**src/rtl/guess_game_n_pkg.sv**
```systemverilog
// ============================================================================
// guess_pkg : shared types and helpers for the guess_game_n core
// Revision  : 1.0 - initial release
// ============================================================================
`default_nettype none

package guess_pkg;

  typedef enum logic [1:0] {
    S_SWEEP = 2'd0,
    S_WIN   = 2'd1,
    S_LOSE  = 2'd2
  } state_t;

  localparam int MODE_WRAP   = 0;
  localparam int MODE_BOUNCE = 1;

  // Lose display: every position lit except the two ends.
  function automatic logic [15:0] lose_pattern(input int n);
    logic [15:0] p;
    p = '0;
    for (int i = 0; i < 16; i++) begin
      p[i] = (i >= 1) && (i <= n - 2);
    end
    return p;
  endfunction

endpackage

`default_nettype wire

```
**src/rtl/guess_game_n_if.sv**
```systemverilog
// ============================================================================
// guess_game_n_if : strobe, button and display bundle for guess_game_n
// Revision        : 1.0 - initial release
// ============================================================================
`default_nettype none

interface guess_game_n_if #(
  parameter int N       = 4,
  parameter int SCORE_W = 4
);
  logic               en;
  logic [N-1:0]       b;
  logic [N-1:0]       y;
  logic               win;
  logic               lose;
  logic [SCORE_W-1:0] win_count;
  logic [SCORE_W-1:0] loss_count;

  modport master (
    output en, b,
    input  y, win, lose, win_count, loss_count
  );

  modport slave (
    input  en, b,
    output y, win, lose, win_count, loss_count
  );
endinterface

`default_nettype wire

```
**src/rtl/guess_game_n_sat_counter.sv**
```systemverilog
// ============================================================================
// sat_counter : W-bit up counter that sticks at all ones
// Revision    : 1.0 - initial release
// ============================================================================
`default_nettype none

module sat_counter #(
  parameter int W = 4
) (
  input  logic         clk,
  input  logic         reset,
  input  logic         inc,
  output logic [W-1:0] q
);

  logic [W-1:0] cnt_q;
  logic [W-1:0] cnt_d;

  always_comb begin
    cnt_d = cnt_q;
    if (inc && (cnt_q != {W{1'b1}})) begin
      cnt_d = cnt_q + W'(1);
    end
  end

  always_ff @(posedge clk) begin
    if (reset) begin
      cnt_q <= '0;
    end else begin
      cnt_q <= cnt_d;
    end
  end

  assign q = cnt_q;

endmodule

`default_nettype wire

```
**src/rtl/guess_game_n.sv**
```systemverilog
// ============================================================================
// guess_game_n : N-position sweep/guess game with win/lose displays and tallies
// Revision     : 1.0 - initial release
// ============================================================================
`default_nettype none

module guess_game_n
  import guess_pkg::*;
#(
  parameter int N       = 4,
  parameter int DIV     = 1,
  parameter int BOUNCE  = 0,
  parameter int SCORE_W = 4
) (
  input  logic           clk,
  input  logic           reset,
  guess_game_n_if.slave  bus
);

  localparam int IDX_W  = $clog2(N);
  localparam int TICK_W = (DIV > 1) ? $clog2(DIV) : 1;

  localparam logic [IDX_W-1:0]  C_IDX_LAST  = IDX_W'(N - 1);
  localparam logic [TICK_W-1:0] C_TICK_LAST = TICK_W'(DIV - 1);
  localparam logic [15:0]       C_LOSE_FULL = lose_pattern(N);

  state_t              st_q,   st_d;
  logic [IDX_W-1:0]    idx_q,  idx_d;
  logic                dir_q,  dir_d;
  logic [TICK_W-1:0]   tick_q, tick_d;

  logic                win_inc;
  logic                loss_inc;
  logic [N-1:0]        w_onehot;
  logic [N-1:0]        w_lose_pat;
  logic [N-1:0]        y_o;
  logic                win_o;
  logic                lose_o;
  logic [SCORE_W-1:0]  win_cnt;
  logic [SCORE_W-1:0]  loss_cnt;

  assign w_onehot   = {{(N-1){1'b0}}, 1'b1} << idx_q;
  assign w_lose_pat = C_LOSE_FULL[N-1:0];

  always_ff @(posedge clk) begin
    if (reset) begin
      st_q   <= S_SWEEP;
      idx_q  <= '0;
      dir_q  <= 1'b1;
      tick_q <= '0;
    end else begin
      st_q   <= st_d;
      idx_q  <= idx_d;
      dir_q  <= dir_d;
      tick_q <= tick_d;
    end
  end

  always_comb begin
    st_d     = st_q;
    idx_d    = idx_q;
    dir_d    = dir_q;
    tick_d   = tick_q;
    win_inc  = 1'b0;
    loss_inc = 1'b0;

    if (bus.en) begin
      case (st_q)
        S_SWEEP: begin
          // Any button other than the lit one loses, even alongside the lit one.
          if ((bus.b & ~w_onehot) != '0) begin
            st_d     = S_LOSE;
            loss_inc = 1'b1;
          end else if (bus.b == w_onehot) begin
            st_d    = S_WIN;
            win_inc = 1'b1;
          end else if (tick_q != C_TICK_LAST) begin
            tick_d = tick_q + TICK_W'(1);
          end else begin
            tick_d = '0;
            if (BOUNCE == MODE_WRAP) begin
              idx_d = (idx_q == C_IDX_LAST) ? '0 : idx_q + IDX_W'(1);
            end else if (dir_q) begin
              // Flip on arrival at an end so each end is lit for exactly one step.
              idx_d = idx_q + IDX_W'(1);
              if ((idx_q + IDX_W'(1)) == C_IDX_LAST) begin
                dir_d = 1'b0;
              end
            end else begin
              idx_d = idx_q - IDX_W'(1);
              if (idx_q == IDX_W'(1)) begin
                dir_d = 1'b1;
              end
            end
          end
        end

        S_WIN, S_LOSE: begin
          if (bus.b == '0) begin
            st_d   = S_SWEEP;
            idx_d  = '0;
            dir_d  = 1'b1;
            tick_d = '0;
          end
        end

        default: begin
          st_d   = S_SWEEP;
          idx_d  = '0;
          dir_d  = 1'b1;
          tick_d = '0;
        end
      endcase
    end
  end

  always_comb begin
    y_o    = w_onehot;
    win_o  = 1'b0;
    lose_o = 1'b0;
    case (st_q)
      S_WIN: begin
        y_o   = '1;
        win_o = 1'b1;
      end
      S_LOSE: begin
        y_o    = w_lose_pat;
        lose_o = 1'b1;
      end
      default: begin
        y_o = w_onehot;
      end
    endcase
  end

  sat_counter #(.W(SCORE_W)) u_win_count (
    .clk   (clk),
    .reset (reset),
    .inc   (win_inc),
    .q     (win_cnt)
  );

  sat_counter #(.W(SCORE_W)) u_loss_count (
    .clk   (clk),
    .reset (reset),
    .inc   (loss_inc),
    .q     (loss_cnt)
  );

  assign bus.y          = y_o;
  assign bus.win        = win_o;
  assign bus.lose       = lose_o;
  assign bus.win_count  = win_cnt;
  assign bus.loss_count = loss_cnt;

endmodule

`default_nettype wire

```
**src/flat_wrapper.sv**
```systemverilog
// flat-port wrapper written by rule: the top's interface ports become plain ports
module guess_game_n_flat import guess_pkg::*;
#(
  parameter int N       = 4,
  parameter int DIV     = 1,
  parameter int BOUNCE  = 0,
  parameter int SCORE_W = 4
)
  (clk, reset, bus_en, bus_b, bus_y, bus_win, bus_lose, bus_win_count, bus_loss_count);
  guess_game_n_if #(.N(N), .SCORE_W(SCORE_W)) bus_i ();
  input  logic clk;
  input  logic reset;
  input wire logic [$bits(bus_i.en)-1:0] bus_en;
  input wire logic [$bits(bus_i.b)-1:0] bus_b;
  output wire logic [$bits(bus_i.y)-1:0] bus_y;
  output wire logic [$bits(bus_i.win)-1:0] bus_win;
  output wire logic [$bits(bus_i.lose)-1:0] bus_lose;
  output wire logic [$bits(bus_i.win_count)-1:0] bus_win_count;
  output wire logic [$bits(bus_i.loss_count)-1:0] bus_loss_count;
  assign bus_i.en = bus_en;
  assign bus_i.b = bus_b;
  assign bus_y = bus_i.y;
  assign bus_win = bus_i.win;
  assign bus_lose = bus_i.lose;
  assign bus_win_count = bus_i.win_count;
  assign bus_loss_count = bus_i.loss_count;
  guess_game_n #(.N(N), .DIV(DIV), .BOUNCE(BOUNCE), .SCORE_W(SCORE_W)) u_core (.clk(clk), .reset(reset), .bus(bus_i));
endmodule
```
**config.mk**
```make
export PLATFORM = sky130hd
export DESIGN_NAME = guess_game_n_flat
export DESIGN_NICKNAME = d
export VERILOG_FILES = /design/src/rtl/guess_game_n_pkg.sv /design/src/rtl/guess_game_n_if.sv /design/src/rtl/guess_game_n_sat_counter.sv /design/src/rtl/guess_game_n.sv /design/src/flat_wrapper.sv
export SDC_FILE = /design/constraint.sdc
export NUM_CORES = 1
export LEC_CHECK = 0
export ABC_AREA = 0
export CORE_MARGIN = 10
export CORE_UTILIZATION = 43
export CTS_CLUSTER_SIZE = 10
export DETAILED_ROUTE_END_ITERATION = 7
export GPL_TIMING_DRIVEN = 0
export PLACE_DENSITY = 0.85
export SYNTH_ARGS = -nofsm -noshare
export SYNTH_HDL_FRONTEND = slang
export SYNTH_SLANG_ARGS = --single-unit
```
**constraint.sdc**
```tcl
create_clock -name clk -period 1.8 [get_ports clk]
set_input_delay 0.36 -clock clk [delete_from_list [all_inputs] [get_ports clk]]
set_output_delay 0.36 -clock clk [all_outputs]
set_load 0.05 [all_outputs]
```
==> impl_metrics.toml, run 1 <==
[critical_path]
end_kind = "flop"
endpoint = "u_core.st_q[1]$_SDFFE_PP0P_"
path_class = "reg -> reg"
arrival_ps = 2080
critPathLaunch = "u_core.idx_q[1]$_SDFFE_PP0P_"
crit_chain = "inv_4 > ha_4 > inv_4 > ha_4 > nor4_4 > buf_4 > nand3_2 > a31o_4 > a21oi_2"
crit_fanout = 3
reg2reg_depth = 9
slowest_stage = "dfxtp_4"
required_ps = 2020
timing.rr.start = "u_core.idx_q[1]$_SDFFE_PP0P_"
r2r_setup_slack_ps = -60
max_stage_delay_ps = 370
reg2reg_to = "u_core.st_q[1]$_SDFFE_PP0P_"
cp-start-kind = "flop"

[global_route]
grt_max_degree = 11
grt_pass1_wl_microns = 3610
gr-total-overflow = 0
grt_usage_pct = 10.8
grt_pass1_vias = 824
antenna_found_initial = 0

[worst_hold_path]
hold_path.class = "in -> reg"

[detailed_routing]
wl_microns = 2290
drt_iter0_markers = 15
postRouteAntennaNets = 0
vias = 800
dr.pass1.iters = 4
drc_errors = 0
via_per_inst = 5.48
wl_per_cell_microns = 15.7

[cts]
cts_tree = "yes"
cts_htree_levels = 1
clock_latency_ps = 290
ctsHoldBuffers = 0
path_clk_slew_ps = 80
cts_buffers = 3
cts.path.max_buffers = 2
cts.sinks = 12
clockRootBuffer = "clkbuf_4"

[synthesis]
ys_seq_elements = 12
synth.net_count = 111
synth_top_family_by_area = "simple AND/OR/NAND/NOR gates"
ys_warn_count = 0
syn_area_sq_um = 837
synth_edf_count = 0
syn_area_per_cell_sq_um = 9.20
synthAdderAreaFrac_pct = 19.4
yosys.area_share.simple_pct = 22.4
synthMuxAreaShare_pct = 3.74
synth_xor_area_share_pct = 4.19
ys.flop_type = "dfxtp_1"
synthCells = 91
synth.distinct_cells = 30
seq_area_frac_synth_pct = 28.7
async_reset_ff_share_pct = 0
synth_compound_area_share_pct = 16.0

[sta]
slew_violations = 0
rsz0062_at_grt = "yes"
fin_setup_tns_ps = -175
skew_ps = 7.39
setup_ws_ps = -62.5
slew_headroom_pct = 66.7
clock.fmax_ghz = 0.537
fin_crit_sh_pct = 103
min_period_ps = 1860
finalSetupViolCount = 4
hold_viol = 0
tightestPinTransition_ps = 501

[layout]
syn_to_final_growth_pct = 55.5
layout_commonest_cell = "dlygate4sd2_1"
fill_cells = 136
most-common-layout-cells = "dlygate4sd2_1 (12), ha_4 (8), buf_4 (8), dfxtp_1 (8), nor2_1 (6)"
fin_nets = 142
fin_cells = 146
num_antenna_cells = 0
drive_gt1_share_pct = 43.0
postLayoutCoreUtil_pct = 73.0

[die]
std_cell_rows = 15
die_x_microns = 64.1
coreArea_sq_um = 1780
die_area_sq_um = 4110
die_height_microns = 64.1
initial_core_util_pct = 46.9
pin_count = 21

[placement]
dp.cells = 135
dp_slack_ps = -409
io_buffers = 19
dpl.hpwl_microns = 1520
gp_congestion = 0.790

[outcome]
violations = "negative setup slack"
status = "finished with violations"

[power_and_ir_drop]
p_leak_uw = 0.000536
irDropWorstVdd_uv = 579
power.total_uw = 861
power_density_nw_per_um2 = 662

[flow_run]
cap_violations = 0
[layout make-up]
cell class | count | area, sq um | share of cell area (%)
inverter | 10 | 45.0 | 3.46
buffer | 2 | 8.76 | 0.673
sequential | 12 | 250 | 19.2
multi-input combinational | 67 | 706 | 54.2
tap | 25 | 31.3 | 2.40
timing repair buffer | 26 | 224 | 17.2
clock buffer | 4 | 36.3 | 2.79
[worst min-delay path by stage]
stage / start / to / slack, ps / cells past startpoint
6_report: bus_en / u_core.st_q[0]$_SDFFE_PP0P_ / 420 / 2
5_1_grt: bus_en / u_core.st_q[0]$_SDFFE_PP0P_ / 420 / 2
4_1_cts: bus_en / u_core.st_q[0]$_SDFFE_PP0P_ / 390 / 2
3_5_place_dp: u_core.u_win_count.q[1]$_SDFFE_PP0P_ / u_core.u_win_count.q[1]$_SDFFE_PP0P_ / 480 / 2
3_3_place_gp: u_core.u_win_count.q[1]$_SDFFE_PP0P_ / u_core.u_win_count.q[1]$_SDFFE_PP0P_ / 480 / 2
2_1_floorplan: reset / u_core.u_win_count.q[3]$_SDFFE_PP0P_ / 430 / 1
[critical path: cells and delay by family (launching register included)]
| family | cells | cell delay [ps] |
|---|---|---|
| adders and majority gates | 2 | 310 |
| and+or+nand+nor | 2 | 440 |
| DFF | 1 | 370 |
| AOI/OAI and AO/OA | 2 | 380 |
| buffers and inverters | 3 | 300 |
[Yosys cell counts (2+ instances only)]
cell type	n	area, sq um
or3_1	2	12.5
and4_1	2	17.5
a21oi_1	4	20.0
inv_1	10	37.5
xor2_1	3	26.3
or2_2	2	12.5
nand2_1	5	18.8
nand4_1	3	18.8
nor2_1	7	26.3
mux2i_1	2	20.0
o21ai_0	4	20.0
ha_1	13	163
dfxtp_1	12	240
nand3_1	6	30.0
[report_power, final]
| part | switching [uW] | internal [uW] |
|---|---|---|
| registers | 14.2 | 277 |
| logic | 204 | 141 |
| clock network | 101 | 123 |
[per-layer routing]
| layer | vias up | part of all wire, % | global-route usage, % | wire length, microns |
|---|---|---|---|---|
| li1 | 387 | - | - | - |
| met1 | 390 | 42 | 10.6 | 957 |
| met2 | 18 | 50 | 19.2 | 1150 |
| met3 | 5 | 5.8 | 4.70 | 133 |
| met4 | 0 | 1.8 | 5.35 | 40 |
| met5 | - | 0 | 0 | 0 |
[logic make-up (layout without fill, tap and decap cells)]
family	after synthesis	in the layout
flops	12	12
xor+xnor	4	4
mux	3	3
buf+inv	12	42
fa+ha+maj	13	13
compound gates	15	15
simple gates	32	32
[repair_timing]
action	4_1_cts	5_1_grt
setup endpoints to repair	25	17
buffers inserted	5	2
cloned	0	0
pin swaps	11	8
resized for setup	71	15
[through the flow]
stage / cell area, sq um / hold slack, ps
floorplan: 842 / 429
global placement: 1060 / 477
detailed placement: 1060 / 482
CTS: 1250 / 387
global route: 1300 / 419
finish: 1300 / 416
[registers in the layout (all words and copies together), names as in the netlist]
name	count
u_core.u_loss_count.q	4
u_core.u_win_count.q	4
u_core.idx_q	2
u_core.st_q	2
Power figures use the tool's default switching activity.
==> inputs of run 2 (changes only) <==
==> constraint.sdc (replaced) <==
create_clock -name clk -period 1.8 [get_ports clk]
set_input_delay 0.18 -clock clk [delete_from_list [all_inputs] [get_ports clk]]
set_output_delay 0.18 -clock clk [all_outputs]
set_load 0.05 [all_outputs]
==> run 2 against run 1 <==
Wire length up 6.3%. Critical path type unchanged. Register-to-register slack gained 20 ps. Non-clock buffer count increased by 2. Utilization is 1.3 points higher. Count of clock-buffer cells in the layout stayed put. Largest power group unchanged. Highest routed layer unchanged. Total power shrank 1.8%. Hold slack worse by 170 ps. Die area stayed put. The run still ends with negative setup slack left. Clock skew shrank 2.9 ps. Via count is 1.9% higher. Critical path depth down 2.
==> impl_metrics.toml, run 2 (synthesis results as in run 1) <==
[die]
std_cell_rows = 15
coreArea_sq_um = 1780
pin_count = 21
initial_core_util_pct = 46.9
die_area_sq_um = 4110
die_x_microns = 64.1
die_height_microns = 64.1

[placement]
io_buffers = 19
dpl.hpwl_microns = 1600
gp_congestion = 0.796
placed_area_sq_um = 1060

[critical_path]
critPathLaunch = "u_core.idx_q[0]$_SDFFE_PP0P_"
arrival_ps = 2060
reg2reg_depth = 7
endpoint = "u_core.u_win_count.q[2]$_SDFFE_PP0P_"
crit_fanout = 5
required_ps = 2010
max_stage_delay_ps = 400
timing.rr.start = "u_core.idx_q[0]$_SDFFE_PP0P_"
cp-start-kind = "flop"
path_delay_family = "simple AND/OR/NAND/NOR gates"
r2r_setup_slack_ps = -50
slowest_stage = "dfxtp_4"
crit_top_cell = "ha_4"
critPathBufInv = 1
path_class = "reg -> reg"
crit_chain = "ha_4 > inv_4 > ha_4 > nor4_4 > nand4_4 > or3_4 > a21oi_2"
worst-path-stages = 7
reg2reg_to = "u_core.u_win_count.q[2]$_SDFFE_PP0P_"
end_kind = "flop"

[cts]
cts.sinks = 12
clockRootBuffer = "clkbuf_4"
cts_htree_levels = 1
ctsHoldBuffers = 0
clock_latency_ps = 280
cts_tree = "yes"
cts.path.max_buffers = 2
path_clk_slew_ps = 80
cts_buffers = 3

[sta]
min_period_ps = 1850
hold_viol = 0
fin_crit_sh_pct = 103
rsz0062_at_grt = "yes"
slew_headroom_pct = 65.4
timing.hold.ws_ps = 241
skew_ps = 4.52
tightestPinTransition_ps = 518
clock.fmax_ghz = 0.542
finalSetupViolCount = 6
fin_setup_tns_ps = -164
slew_violations = 0
setup_ws_ps = -45.1

[detailed_routing]
vias = 815
drt_iter0_markers = 23
wl_microns = 2430
wl_per_cell_microns = 16.4
via_per_inst = 5.51
dr.pass1.iters = 4
drc_errors = 0
postRouteAntennaNets = 0

[outcome]
violations = "negative setup slack"
status = "finished with violations"

[layout]
fin_nets = 144
num_antenna_cells = 0
layout_commonest_cell = "clkdlybuf4s50_1"
syn_to_final_growth_pct = 58.1
register_area_sq_um = 248
most-common-layout-cells = "clkdlybuf4s50_1 (13), buf_4 (10), dfxtp_1 (10), ha_4 (8), nor2_1 (7)"
multi_input_area_sq_um = 711
fill_cells = 130
finalInstanceArea_sq_um = 1320
drive_gt1_share_pct = 42.3

[power_and_ir_drop]
irDropWorstVdd_uv = 546
power_density_nw_per_um2 = 639
p_leak_uw = 0.000505
power.total_uw = 846

[global_route]
grt_pass1_vias = 804
grt_pass1_wl_microns = 3710
antenna_found_initial = 0
grt_usage_pct = 10.9
grt_max_degree = 11
gr-total-overflow = 0

[worst_hold_path]
whs_path_depth = 2
hold_path.class = "in -> reg"

[flow_run]
cap_violations = 0
-- run 2: timing repair --
item / 4_1_cts / 5_1_grt
gates resized for setup: 54 / 13
cloned: 0 / 0
endpoints found under the setup margin: 16 / 15
pin swaps: 8 / 12
hold endpoints to repair: 0 / 0
buffers inserted: 5 / 4
-- run 2: stage by stage --
stage | setup WS (ps) | util (%) | std cells
3_3_place_gp | -197 | 59.6 | 135
3_5_place_dp | -262 | 59.6 | 135
6_report | -45.1 | 74.2 | 148
2_1_floorplan | -244 | - | 91
4_1_cts | -46.3 | 70.5 | 144
5_1_grt | -142 | 74.2 | 148
-- run 2: how the worst min path moves through the flow --
stage,start,end,slack (ps)
finish,bus_en,u_core.st_q[0]$_SDFFE_PP0P_,240
global route,bus_en,u_core.st_q[0]$_SDFFE_PP0P_,250
CTS,bus_en,u_core.st_q[0]$_SDFFE_PP0P_,230
detailed placement,u_core.u_win_count.q[1]$_SDFFE_PP0P_,u_core.u_win_count.q[1]$_SDFFE_PP0P_,500
global placement,u_core.u_win_count.q[1]$_SDFFE_PP0P_,u_core.u_win_count.q[1]$_SDFFE_PP0P_,480
floorplan,reset,u_core.u_win_count.q[3]$_SDFFE_PP0P_,250
-- run 2: power breakdown --
part / leakage, uW / internal (uW) / total (uW) / switching, uW
Clock: 0.0000210 / 123 / 216 / 92.5
Sequential: 0.0000989 / 277 / 292 / 15.0
Combinational: 0.000386 / 136 / 338 / 202
-- run 2: per-layer routing --
layer	vias to the layer above	global-route usage, %	part of all wire (%)
met5	-	0	0
met4	0	2.41	0.62
met3	2	4.88	7.1
met2	30	19.4	51
met1	391	11.5	41
li1	392	-	-
-- run 2: cell type report --
type / count / area share [%]
clock buffer: 4 / 2.74
timing repair buffer: 28 / 18.4
sequential: 12 / 18.7
inverter: 10 / 3.40
buffer: 2 / 0.662
tap: 25 / 2.36
multi-input combinational: 67 / 53.7
